`src/rtl/judge_hp.sv`:
```
// Round judge and HP tracker for the game controller: resolves each answer round and ends the game at HP 0.
// Optional WRONG_PENALTY_EN: a local wrong answer also costs the local player DMG HP.
module judge_hp #(
    parameter int HP_INIT  = 3,
    parameter int HP_W     = 3,
    parameter int DMG      = 1,
    parameter int DRAW_WIN = 4
) (
    input  logic            CLK,
    input  logic            RST_N,
    input  logic [3:0]      STATE,
    input  logic            ANS_DEC,
    input  logic            ANS_OK,
    input  logic            OPP_VALID,
    output logic [1:0]      JUDG_OUT,
    output logic            WRONG_OUT,
    output logic [1:0]      HP_OUT,
    output logic [HP_W-1:0] HP_SELF,
    output logic [HP_W-1:0] HP_OPP
);

    localparam logic [3:0] ST_READY = 4'b0010;
    localparam logic [3:0] ST_INPUT = 4'b0100;
    localparam logic [3:0] ST_WRONG = 4'b0111;

    localparam int              CNT_W     = $clog2(DRAW_WIN + 1);
    localparam logic [CNT_W-1:0] CNT_LAST  = CNT_W'(DRAW_WIN - 1);
    localparam logic [HP_W-1:0]  HP_RELOAD = HP_W'(HP_INIT);

    typedef enum logic [2:0] {
        FSM_IDLE,
        FSM_ARMED,
        FSM_WAIT_L,
        FSM_WAIT_O,
        FSM_RESULT,
        FSM_WRONGH
    } fsm_t;

    fsm_t             fsm, fsm_nxt;
    logic [CNT_W-1:0] cnt, cnt_nxt;
    logic [1:0]       judg_nxt;
    logic             wrong_nxt;
    logic [1:0]       hp_out_nxt;
    logic [HP_W-1:0]  hp_self_nxt, hp_opp_nxt;
    logic [HP_W-1:0]  self_dec, opp_dec;
    logic             in_input, ans_good;

    // Damage never wraps below zero.
    function automatic logic [HP_W-1:0] sat_dmg(input logic [HP_W-1:0] hp);
        if (int'(hp) > DMG)
            return hp - HP_W'(DMG);
        else
            return '0;
    endfunction

    assign in_input = (STATE == ST_INPUT);
    assign ans_good = ANS_DEC & ANS_OK;
    assign self_dec = sat_dmg(HP_SELF);
    assign opp_dec  = sat_dmg(HP_OPP);

    always_ff @(posedge CLK or negedge RST_N) begin
        if (!RST_N) begin
            fsm       <= FSM_IDLE;
            cnt       <= '0;
            JUDG_OUT  <= 2'b00;
            WRONG_OUT <= 1'b0;
            HP_OUT    <= 2'b00;
            HP_SELF   <= HP_RELOAD;
            HP_OPP    <= HP_RELOAD;
        end else begin
            fsm       <= fsm_nxt;
            cnt       <= cnt_nxt;
            JUDG_OUT  <= judg_nxt;
            WRONG_OUT <= wrong_nxt;
            HP_OUT    <= hp_out_nxt;
            HP_SELF   <= hp_self_nxt;
            HP_OPP    <= hp_opp_nxt;
        end
    end

    always_comb begin
        fsm_nxt     = fsm;
        cnt_nxt     = cnt;
        judg_nxt    = JUDG_OUT;
        wrong_nxt   = WRONG_OUT;
        hp_out_nxt  = HP_OUT;
        hp_self_nxt = HP_SELF;
        hp_opp_nxt  = HP_OPP;

        // A finished game is wiped when the controller returns to READY.
        if (STATE == ST_READY && HP_OUT != 2'b00) begin
            hp_out_nxt  = 2'b00;
            hp_self_nxt = HP_RELOAD;
            hp_opp_nxt  = HP_RELOAD;
        end

        case (fsm)
            FSM_IDLE: begin
                if (in_input)
                    fsm_nxt = FSM_ARMED;
            end
            FSM_ARMED: begin
                if (!in_input) begin
                    fsm_nxt = FSM_IDLE;
                end else if (ans_good && OPP_VALID) begin
                    fsm_nxt  = FSM_RESULT;
                    judg_nxt = 2'b11;
                end else if (ans_good) begin
                    fsm_nxt = FSM_WAIT_L;
                    cnt_nxt = '0;
                end else if (OPP_VALID) begin
                    fsm_nxt = FSM_WAIT_O;
                    cnt_nxt = '0;
                end else if (ANS_DEC) begin
                    fsm_nxt   = FSM_WRONGH;
                    wrong_nxt = 1'b1;
`ifdef WRONG_PENALTY_EN
                    hp_self_nxt = self_dec;
                    if (self_dec == '0 && HP_OUT == 2'b00)
                        hp_out_nxt = 2'b10;
`endif
                end
            end
            FSM_WAIT_L: begin
                if (!in_input) begin
                    fsm_nxt = FSM_IDLE;
                end else if (OPP_VALID) begin
                    fsm_nxt  = FSM_RESULT;
                    judg_nxt = 2'b11;
                end else if (cnt == CNT_LAST) begin
                    fsm_nxt    = FSM_RESULT;
                    judg_nxt   = 2'b01;
                    hp_opp_nxt = opp_dec;
                    if (opp_dec == '0 && HP_OUT == 2'b00)
                        hp_out_nxt = 2'b01;
                end else begin
                    cnt_nxt = cnt + 1'b1;
                end
            end
            FSM_WAIT_O: begin
                if (!in_input) begin
                    fsm_nxt = FSM_IDLE;
                end else if (ans_good) begin
                    fsm_nxt  = FSM_RESULT;
                    judg_nxt = 2'b11;
                end else if (cnt == CNT_LAST) begin
                    fsm_nxt     = FSM_RESULT;
                    judg_nxt    = 2'b10;
                    hp_self_nxt = self_dec;
                    if (self_dec == '0 && HP_OUT == 2'b00)
                        hp_out_nxt = 2'b10;
                end else begin
                    cnt_nxt = cnt + 1'b1;
                end
            end
            FSM_RESULT: begin
                if (!in_input) begin
                    fsm_nxt  = FSM_IDLE;
                    judg_nxt = 2'b00;
                end
            end
            FSM_WRONGH: begin
                if (STATE == ST_WRONG) begin
                    fsm_nxt   = FSM_IDLE;
                    wrong_nxt = 1'b0;
                end
            end
            default: fsm_nxt = FSM_IDLE;
        endcase
    end

endmodule
```
`config.mk`:
```
export PLATFORM = sky130hd
export DESIGN_NAME = judge_hp
export DESIGN_NICKNAME = d
export VERILOG_FILES = /design/src/rtl/judge_hp.sv
export SDC_FILE = /design/constraint.sdc
export NUM_CORES = 1
export LEC_CHECK = 0
export BUFFER_PORTS_ARGS = -buffer_cell sky130_fd_sc_hd__buf_2
export CORE_MARGIN = 2
export CORE_UTILIZATION = 25
export CTS_CLUSTER_SIZE = 10
export DETAILED_ROUTE_END_ITERATION = 10
export HOLD_SLACK_MARGIN = 0.15
export SLEW_MARGIN = 15
export SYNTH_ARGS = -nofsm -noshare
export SYNTH_HDL_FRONTEND = slang
export SYNTH_SLANG_ARGS = --single-unit
```
`constraint.sdc`:
```
create_clock -name CLK -period 4.05 [get_ports CLK]
set_input_delay 0.405 -clock CLK [delete_from_list [all_inputs] [get_ports CLK]]
set_output_delay 0.405 -clock CLK [all_outputs]
set_load 0.01 [all_outputs]
```
==> flow_results.xml, run 1 <==
<?xml version="1.0" encoding="UTF-8"?>
<metrics>
  <group name="synth">
    <metric name="netlist.area_leader.share" unit="">0.263</metric>
    <metric name="syn_avg_cell_area" unit="sq um">9.43</metric>
    <metric name="ys_dominant_reg_cell" unit="">sky130_fd_sc_hd__dfrtp_1</metric>
    <metric name="post_syn_nets" unit="">148</metric>
    <metric name="synth_enable_flop_cells" unit="">0</metric>
    <metric name="yosysWarningCount" unit="">0</metric>
    <metric name="synth.lib_cells_used.distinct" unit="">45</metric>
    <metric name="synth_sequential_area_ratio" unit="">0.349</metric>
    <metric name="synthesis.area" unit="sq um">1230</metric>
    <metric name="ys_seq_elements" unit="">17</metric>
    <metric name="yosys.area.top_type" unit="">sky130_fd_sc_hd__dfrtp_1</metric>
    <metric name="syn-instance-count" unit="">131</metric>
    <metric name="postSynth.asyncResetShare" unit="">1.00</metric>
    <metric name="synthTopCellsByArea" unit="">sky130_fd_sc_hd__dfrtp_1 26%, sky130_fd_sc_hd__dfstp_2 8.5%, sky130_fd_sc_hd__ha_1 8.1%</metric>
  </group>
  <group name="drt">
    <metric name="detail_route.wl_per_cell" unit="um">11.9</metric>
    <metric name="post_drt_via_cell_ratio" unit="">4.78</metric>
    <metric name="finalWirelength" unit="um">2610</metric>
    <metric name="dr.pass1.iters" unit="">4</metric>
    <metric name="antenna_violating_nets_post_route" unit="">0</metric>
    <metric name="routed-via-count" unit="">1052</metric>
    <metric name="drtIter0Drc" unit="">16</metric>
    <metric name="route.detailed.drc" unit="">0</metric>
  </group>
  <group name="floorplan">
    <metric name="floorplan.die_area" unit="sq um">5520</metric>
    <metric name="core.rowCount" unit="">25</metric>
    <metric name="initial_utilization" unit="">0.260</metric>
    <metric name="core_area" unit="sq um">4750</metric>
    <metric name="ios" unit="">20</metric>
    <metric name="fp.dieH" unit="um">74.3</metric>
    <metric name="die_w" unit="um">74.3</metric>
  </group>
  <group name="global_route">
    <metric name="initial_antenna_violation_count" unit="">0</metric>
    <metric name="grtUsageTotal" unit="">0.105</metric>
    <metric name="vias_in_the_first_global_route" unit="">992</metric>
    <metric name="grt_pass1_wl" unit="um">4510</metric>
    <metric name="grt_start_max_net_pins" unit="">18</metric>
    <metric name="grt-ovfl-total" unit="">0</metric>
  </group>
  <group name="cts">
    <metric name="cts_tree" unit="">done</metric>
    <metric name="cts_resized" unit="">0</metric>
    <metric name="cts-buffers-inserted" unit="">3</metric>
    <metric name="ctsHtreeMaxLevel" unit="">1</metric>
    <metric name="clk-insertion-delay-late" unit="ns">0.26</metric>
    <metric name="root_buffer" unit="">sky130_fd_sc_hd__clkbuf_8</metric>
    <metric name="clkSlewWorstSetupHoldPaths" unit="ns">0.07</metric>
    <metric name="cts_buffer_depth" unit="">2</metric>
    <metric name="cts.sinks" unit="">17</metric>
    <metric name="post_cts_buffers" unit="">0</metric>
  </group>
  <group name="sta">
    <metric name="timing.setup.tns" unit="ns">0</metric>
    <metric name="rsz_0062_raised_after_global_routing" unit="">false</metric>
    <metric name="hold_ws" unit="ns">0.498</metric>
    <metric name="timing.slew.headroom" unit="">0.634</metric>
    <metric name="setup_viol_count_final" unit="">0</metric>
    <metric name="slew_violations" unit="">0</metric>
    <metric name="layout_worst_path_cycle_share" unit="">0.484</metric>
    <metric name="layout_min_cycle_time" unit="ns">1.96</metric>
    <metric name="hold_viol" unit="">0</metric>
    <metric name="worst_slew_pin_slew" unit="ns">0.547</metric>
    <metric name="max_clock_freq" unit="MHz">511</metric>
    <metric name="clock_skew" unit="ns">0.00386</metric>
  </group>
  <group name="worst_setup_path">
    <metric name="worstPathBufferInverterCount" unit="">0</metric>
    <metric name="reg2reg_from" unit="">fsm[0]</metric>
    <metric name="crit_path_max_incr_delay" unit="ns">0.54</metric>
    <metric name="cpLargestDelayFamily" unit="">compound AO/OA/AOI/OAI gates</metric>
    <metric name="cp-start-kind" unit="">register</metric>
    <metric name="startpoint" unit="">fsm[0]</metric>
    <metric name="path_max_fanout" unit="">11</metric>
    <metric name="critical_path_arrival" unit="ns">2.10</metric>
    <metric name="critical_path_class" unit="">reg -&gt; reg</metric>
    <metric name="timing.critical_path.slowest_stage_cell" unit="">sky130_fd_sc_hd__dfrtp_1</metric>
    <metric name="reg2reg_setup_slack" unit="ns">2.09</metric>
    <metric name="critPathRequiredTime" unit="ns">4.20</metric>
    <metric name="critical_path.endpoint_type" unit="">register</metric>
    <metric name="path_cells" unit="">a21boi_1, a211oi_1, a22oi_1, mux2_2</metric>
  </group>
  <group name="finish">
    <metric name="final_common_cell" unit="">sky130_fd_sc_hd__buf_2</metric>
    <metric name="final_cell_area" unit="sq um">1450</metric>
    <metric name="finalCoreUtilization" unit="">0.305</metric>
    <metric name="antenna-diode-count" unit="">0</metric>
    <metric name="area.growth.synth_to_final" unit="%">17.5</metric>
    <metric name="layout.nets" unit="">171</metric>
    <metric name="fillerInstances" unit="">523</metric>
    <metric name="final_cell_mix" unit="">19 x sky130_fd_sc_hd__buf_2, 13 x sky130_fd_sc_hd__dfrtp_1, 13 x sky130_fd_sc_hd__nor2_1</metric>
    <metric name="share_of_layout_cells_above_drive_strength_1" unit="">0.275</metric>
  </group>
  <group name="placed_design">
    <metric name="dp_hpwl" unit="um">2060</metric>
    <metric name="port-buffer-count" unit="">19</metric>
    <metric name="gp_congestion" unit="">0.820</metric>
    <metric name="dpl_cell_area" unit="sq um">1400</metric>
  </group>
  <group name="hold_path">
    <metric name="min-delay-start" unit="">cnt[2]</metric>
    <metric name="worst_hold_path_type" unit="">reg -&gt; reg</metric>
  </group>
  <group name="pwr">
    <metric name="powerDensity" unit="nW/um^2">250</metric>
    <metric name="static-leakage-power" unit="nW">0.647</metric>
    <metric name="power" unit="mW">0.363</metric>
    <metric name="vdd_drop_max" unit="mV">0.175</metric>
  </group>
  <group name="flow_run">
    <metric name="timing.max_cap.violations" unit="">0</metric>
  </group>
  <group name="status">
    <metric name="status" unit="">complete, no violations</metric>
  </group>
</metrics>
stage by stage:
| stage | worst slack, ns | std cells |
|---|---|---|
| 5_1_grt | 1.94 | 220 |
| 2_1_floorplan | 2.23 | 131 |
| 3_3_place_gp | 2.04 | 215 |
| 3_5_place_dp | 2.08 | 215 |
| 6_report | 2.09 | 220 |
| 4_1_cts | 2.11 | 220 |
report_power, final:
part           switching [mW]  total, mW  internal (mW)
Combinational          0.0272     0.0494         0.0222
Clock                  0.0643      0.133         0.0685
Sequential            0.00435      0.181          0.177
worst paths after layout:
path | endpoint | cells past startpoint
worst min register to register | cnt[2] | 1
min in group asynchronous | JUDG_OUT[1] | 2
max in group asynchronous | HP_OPP[1] | 2
worst min-delay path | cnt[2] | 1
worst max register to register | JUDG_OUT[1] | 4
worst max-delay path | JUDG_OUT[1] | 4
cell type report:
cell class / count / area, sq um / area share
Clock inverter: 1 / 5.00 / 0.00345
Timing Repair Buffer: 20 / 105 / 0.0724
Sequential cell: 17 / 430 / 0.297
Multi-Input combinational cell: 103 / 752 / 0.518
Inverter: 9 / 33.8 / 0.0233
Tap cell: 67 / 83.8 / 0.0578
Clock buffer: 3 / 41.3 / 0.0284
kinds of logic after synthesis:
group,Yosys count,share of synthesized area
flip-flops,17,0.349
AO/OA/AOI/OAI,32,0.194
buffers and inverters,11,0.0426
multiplexers,11,0.0942
AND/OR/NAND/NOR,51,0.233
adder cells (fa/ha/maj),8,0.0811
XOR/XNOR,1,0.00709
cell usage after synthesis (2+ instances only):
| master | number |
|---|---|
| sky130_fd_sc_hd__mux2_1 | 3 |
| sky130_fd_sc_hd__or2_2 | 3 |
| sky130_fd_sc_hd__inv_1 | 9 |
| sky130_fd_sc_hd__mux2i_1 | 6 |
| sky130_fd_sc_hd__ha_1 | 8 |
| sky130_fd_sc_hd__o21ba_2 | 2 |
| sky130_fd_sc_hd__nor3_1 | 3 |
| sky130_fd_sc_hd__a21oi_1 | 6 |
| sky130_fd_sc_hd__dfstp_2 | 4 |
| sky130_fd_sc_hd__dfrtp_1 | 13 |
| sky130_fd_sc_hd__nand3_1 | 4 |
| sky130_fd_sc_hd__nand4_1 | 2 |
| sky130_fd_sc_hd__nand2_1 | 9 |
| sky130_fd_sc_hd__nand2b_1 | 4 |
| sky130_fd_sc_hd__nor2_1 | 13 |
| sky130_fd_sc_hd__mux2_2 | 2 |
| sky130_fd_sc_hd__o21bai_1 | 2 |
| sky130_fd_sc_hd__nor2b_1 | 2 |
| sky130_fd_sc_hd__o21ai_0 | 5 |
| sky130_fd_sc_hd__a31oi_1 | 6 |
state kept, by name, summed over array words and instances, names as in the netlist:
signal and flops:
WRONG_OUT 1, HP_OPP 3, HP_SELF 3, JUDG_OUT 2, HP_OUT 2, fsm 3
cnt 3
worst register-to-register path: stages (launching register included):
cell and delay, ns:
sky130_fd_sc_hd__dfrtp_1 0.54, sky130_fd_sc_hd__a21boi_1 0.53, sky130_fd_sc_hd__a211oi_1 0.14, sky130_fd_sc_hd__a22oi_1 0.28
sky130_fd_sc_hd__mux2_2 0.36
per-layer routing:
metal,GRT usage,share of wire
met1,0.143,0.51
met4,0.0536,0.021
met3,0.00949,0.022
met2,0.167,0.45
met5,0,0
what timing repair did:
action	4_1_cts	5_1_grt
endpoints found under the setup margin	0	0
endpoints found under the hold margin	13	0
hold buffers	1	0
Power figures use the tool's default switching activity.
==> run 2, diff against run 1 <==
==> constraint.sdc (replaced) <==
create_clock -name CLK -period 1.9 [get_ports CLK]
set_input_delay 0.19 -clock CLK [delete_from_list [all_inputs] [get_ports CLK]]
set_output_delay 0.19 -clock CLK [all_outputs]
set_load 0.01 [all_outputs]
==> run 2 against run 1 <==
  * Largest cell class unchanged
  * Worst hold slack lost 0.16 ns
  * Setup slack got worse by 2.0 ns
  * Clock power rose by 100%
  * Non-clock buffer count grew 6
==> flow_results.xml, run 2 (synthesis results as in run 1) <==
<?xml version="1.0" encoding="UTF-8"?>
<metrics>
  <group name="sta">
    <metric name="timing.slew.headroom" unit="">0.726</metric>
    <metric name="hold_ws" unit="ns">0.335</metric>
    <metric name="layout_min_cycle_time" unit="ns">1.80</metric>
    <metric name="layout_worst_path_cycle_share" unit="">0.947</metric>
    <metric name="hold_viol" unit="">0</metric>
    <metric name="setup_viol_count_final" unit="">0</metric>
    <metric name="slew_violations" unit="">0</metric>
    <metric name="setup_ws" unit="ns">0.101</metric>
    <metric name="max_clock_freq" unit="MHz">556</metric>
    <metric name="worst_slew_pin_slew" unit="ns">0.412</metric>
    <metric name="clock_skew" unit="ns">0.000352</metric>
  </group>
  <group name="worst_setup_path">
    <metric name="critical_path_arrival" unit="ns">1.94</metric>
    <metric name="path_max_fanout" unit="">4</metric>
    <metric name="cp-start-kind" unit="">register</metric>
    <metric name="critical_path.endpoint_type" unit="">register</metric>
    <metric name="crit_path_max_incr_delay" unit="ns">0.38</metric>
    <metric name="worstPathBufferInverterCount" unit="">0</metric>
    <metric name="critical_path_class" unit="">reg -&gt; reg</metric>
    <metric name="critPathRequiredTime" unit="ns">2.04</metric>
    <metric name="cpLargestDelayFamily" unit="">adder cells</metric>
    <metric name="path_cells" unit="">ha_1, ha_4, and2b_1, a211oi_1, a22oi_1, mux2_2</metric>
    <metric name="timing.critical_path.slowest_stage_cell" unit="">sky130_fd_sc_hd__dfrtp_1</metric>
  </group>
  <group name="finish">
    <metric name="final_common_cell" unit="">sky130_fd_sc_hd__buf_2</metric>
    <metric name="share_of_layout_cells_above_drive_strength_1" unit="">0.308</metric>
    <metric name="final_cell_mix" unit="">19 x sky130_fd_sc_hd__buf_2, 13 x sky130_fd_sc_hd__dfrtp_1, 13 x sky130_fd_sc_hd__nor2_1</metric>
    <metric name="fillerInstances" unit="">500</metric>
    <metric name="final_cell_area" unit="sq um">1510</metric>
    <metric name="area.growth.synth_to_final" unit="%">22.2</metric>
    <metric name="layout.nets" unit="">177</metric>
    <metric name="antenna-diode-count" unit="">0</metric>
  </group>
  <group name="pwr">
    <metric name="power.share.combinational" unit="">0.142</metric>
    <metric name="powerDensity" unit="nW/um^2">507</metric>
    <metric name="vdd_drop_max" unit="mV">0.246</metric>
    <metric name="cell_internal_pwr" unit="mW">0.571</metric>
    <metric name="power.switching_fraction" unit="">0.254</metric>
    <metric name="power" unit="mW">0.765</metric>
    <metric name="static-leakage-power" unit="nW">0.679</metric>
    <metric name="p_clk_frac" unit="">0.356</metric>
    <metric name="pwr-share-seq" unit="">0.502</metric>
    <metric name="switchingPower" unit="mW">0.194</metric>
  </group>
  <group name="cts">
    <metric name="clk-insertion-delay-late" unit="ns">0.25</metric>
    <metric name="cts-buffers-inserted" unit="">3</metric>
    <metric name="cts_buffer_depth" unit="">2</metric>
    <metric name="clkSlewWorstSetupHoldPaths" unit="ns">0.07</metric>
    <metric name="ctsHtreeMaxLevel" unit="">1</metric>
    <metric name="root_buffer" unit="">sky130_fd_sc_hd__clkbuf_8</metric>
    <metric name="cts_tree" unit="">done</metric>
    <metric name="cts.sinks" unit="">17</metric>
  </group>
  <group name="global_route">
    <metric name="grtUsageTotal" unit="">0.105</metric>
    <metric name="initial_antenna_violation_count" unit="">0</metric>
    <metric name="grt_start_max_net_pins" unit="">18</metric>
    <metric name="grt_pass1_wl" unit="um">4570</metric>
    <metric name="vias_in_the_first_global_route" unit="">1019</metric>
    <metric name="grt-ovfl-total" unit="">0</metric>
  </group>
  <group name="drt">
    <metric name="routed-via-count" unit="">1048</metric>
    <metric name="post_drt_via_cell_ratio" unit="">4.64</metric>
    <metric name="finalWirelength" unit="um">2680</metric>
    <metric name="antenna_violating_nets_post_route" unit="">0</metric>
    <metric name="dr.pass1.iters" unit="">4</metric>
    <metric name="route.detailed.drc" unit="">0</metric>
    <metric name="detail_route.wl_per_cell" unit="um">11.8</metric>
    <metric name="drtIter0Drc" unit="">23</metric>
  </group>
  <group name="floorplan">
    <metric name="floorplan.die_area" unit="sq um">5520</metric>
    <metric name="ios" unit="">20</metric>
    <metric name="initial_utilization" unit="">0.260</metric>
    <metric name="core_area" unit="sq um">4750</metric>
    <metric name="fp.dieH" unit="um">74.3</metric>
    <metric name="die_w" unit="um">74.3</metric>
    <metric name="core.rowCount" unit="">25</metric>
  </group>
  <group name="status">
    <metric name="status" unit="">complete, no violations</metric>
  </group>
  <group name="hold_path">
    <metric name="worst_hold_path_type" unit="">in -&gt; reg</metric>
  </group>
  <group name="placed_design">
    <metric name="dp_hpwl" unit="um">2090</metric>
    <metric name="dp_slack" unit="ns">0.0602</metric>
    <metric name="dpl_cell_area" unit="sq um">1430</metric>
    <metric name="gp_congestion" unit="">0.822</metric>
    <metric name="port-buffer-count" unit="">19</metric>
  </group>
  <group name="flow_run">
    <metric name="timing.max_cap.violations" unit="">0</metric>
  </group>
</metrics>
==> run 2: cell count changes in the layout (fill, tap and decap cells not counted), sizes merged <==
cell	change
buf	+6
==> run 2: worst min-delay path: stages <==
cell                      delay, ns
sky130_fd_sc_hd__buf_2         0.10
sky130_fd_sc_hd__nor4b_1       0.05
sky130_fd_sc_hd__a31oi_1       0.16
sky130_fd_sc_hd__a31oi_1       0.05
==> run 2: what timing repair did <==
| item | 4_1_cts | 5_1_grt |
|---|---|---|
| hold buffers | 1 | 0 |
| setup endpoints to repair | 0 | 4 |
| gates resized for setup | 0 | 2 |
| hold endpoints to repair | 13 | 0 |
| buffers inserted | 0 | 1 |
==> run 2: final cells by class <==
type                    instances  area [sq um]  share of cell area
inverters                       9          33.8              0.0224
clock buffers                   3          41.3              0.0274
well taps                      67          83.8              0.0556
multi-input cells             103           764               0.507
clock inverters                 1          5.00             0.00332
repair buffers                 26           150              0.0995
flip-flops and latches         17           430               0.285
==> run 2: through the flow <==
stage,util,setup TNS [ns],cells
5_1_grt,0.317,-0.00509,226
3_3_place_gp,0.301,0,220
6_report,0.317,0,226
3_5_place_dp,0.301,0,220
4_1_cts,0.313,0,225
2_1_floorplan,-,0,131
==> run 2: power groups by stage <==
| stage | registers [mW] | logic, mW | clock network (mW) |
|---|---|---|---|
| after floorplan | 0.396 | 0.0558 | 0 |
| after global placement | 0.391 | 0.107 | 0 |
| after detailed placement | 0.390 | 0.109 | 0 |
| after CTS | 0.384 | 0.110 | 0.288 |
| after global routing | 0.386 | 0.123 | 0.306 |
| final | 0.384 | 0.109 | 0.272 |
==> run 2: worst paths after layout <==
kind | startpoint | to | slack, ns | depth (start not counted)
worst max register to register | cnt[0] | JUDG_OUT[1] | 0.10 | 6
worst max-delay path | cnt[0] | JUDG_OUT[1] | 0.10 | 6
worst min register to register | cnt[2] | cnt[2] | 0.50 | 1
worst min-delay path | ANS_OK | WRONG_OUT | 0.34 | 4
max in group asynchronous | RST_N | HP_OPP[1] | 1.17 | 2
min in group asynchronous | RST_N | cnt[2] | 0.40 | 2
==> run 2: per-layer routing <==
| layer | track usage | share of wire |
|---|---|---|
| met5 | 0 | 0 |
| met1 | 0.149 | 0.53 |
| met2 | 0.166 | 0.43 |
| met3 | 0.0108 | 0.031 |
| met4 | 0.0417 | 0.015 |
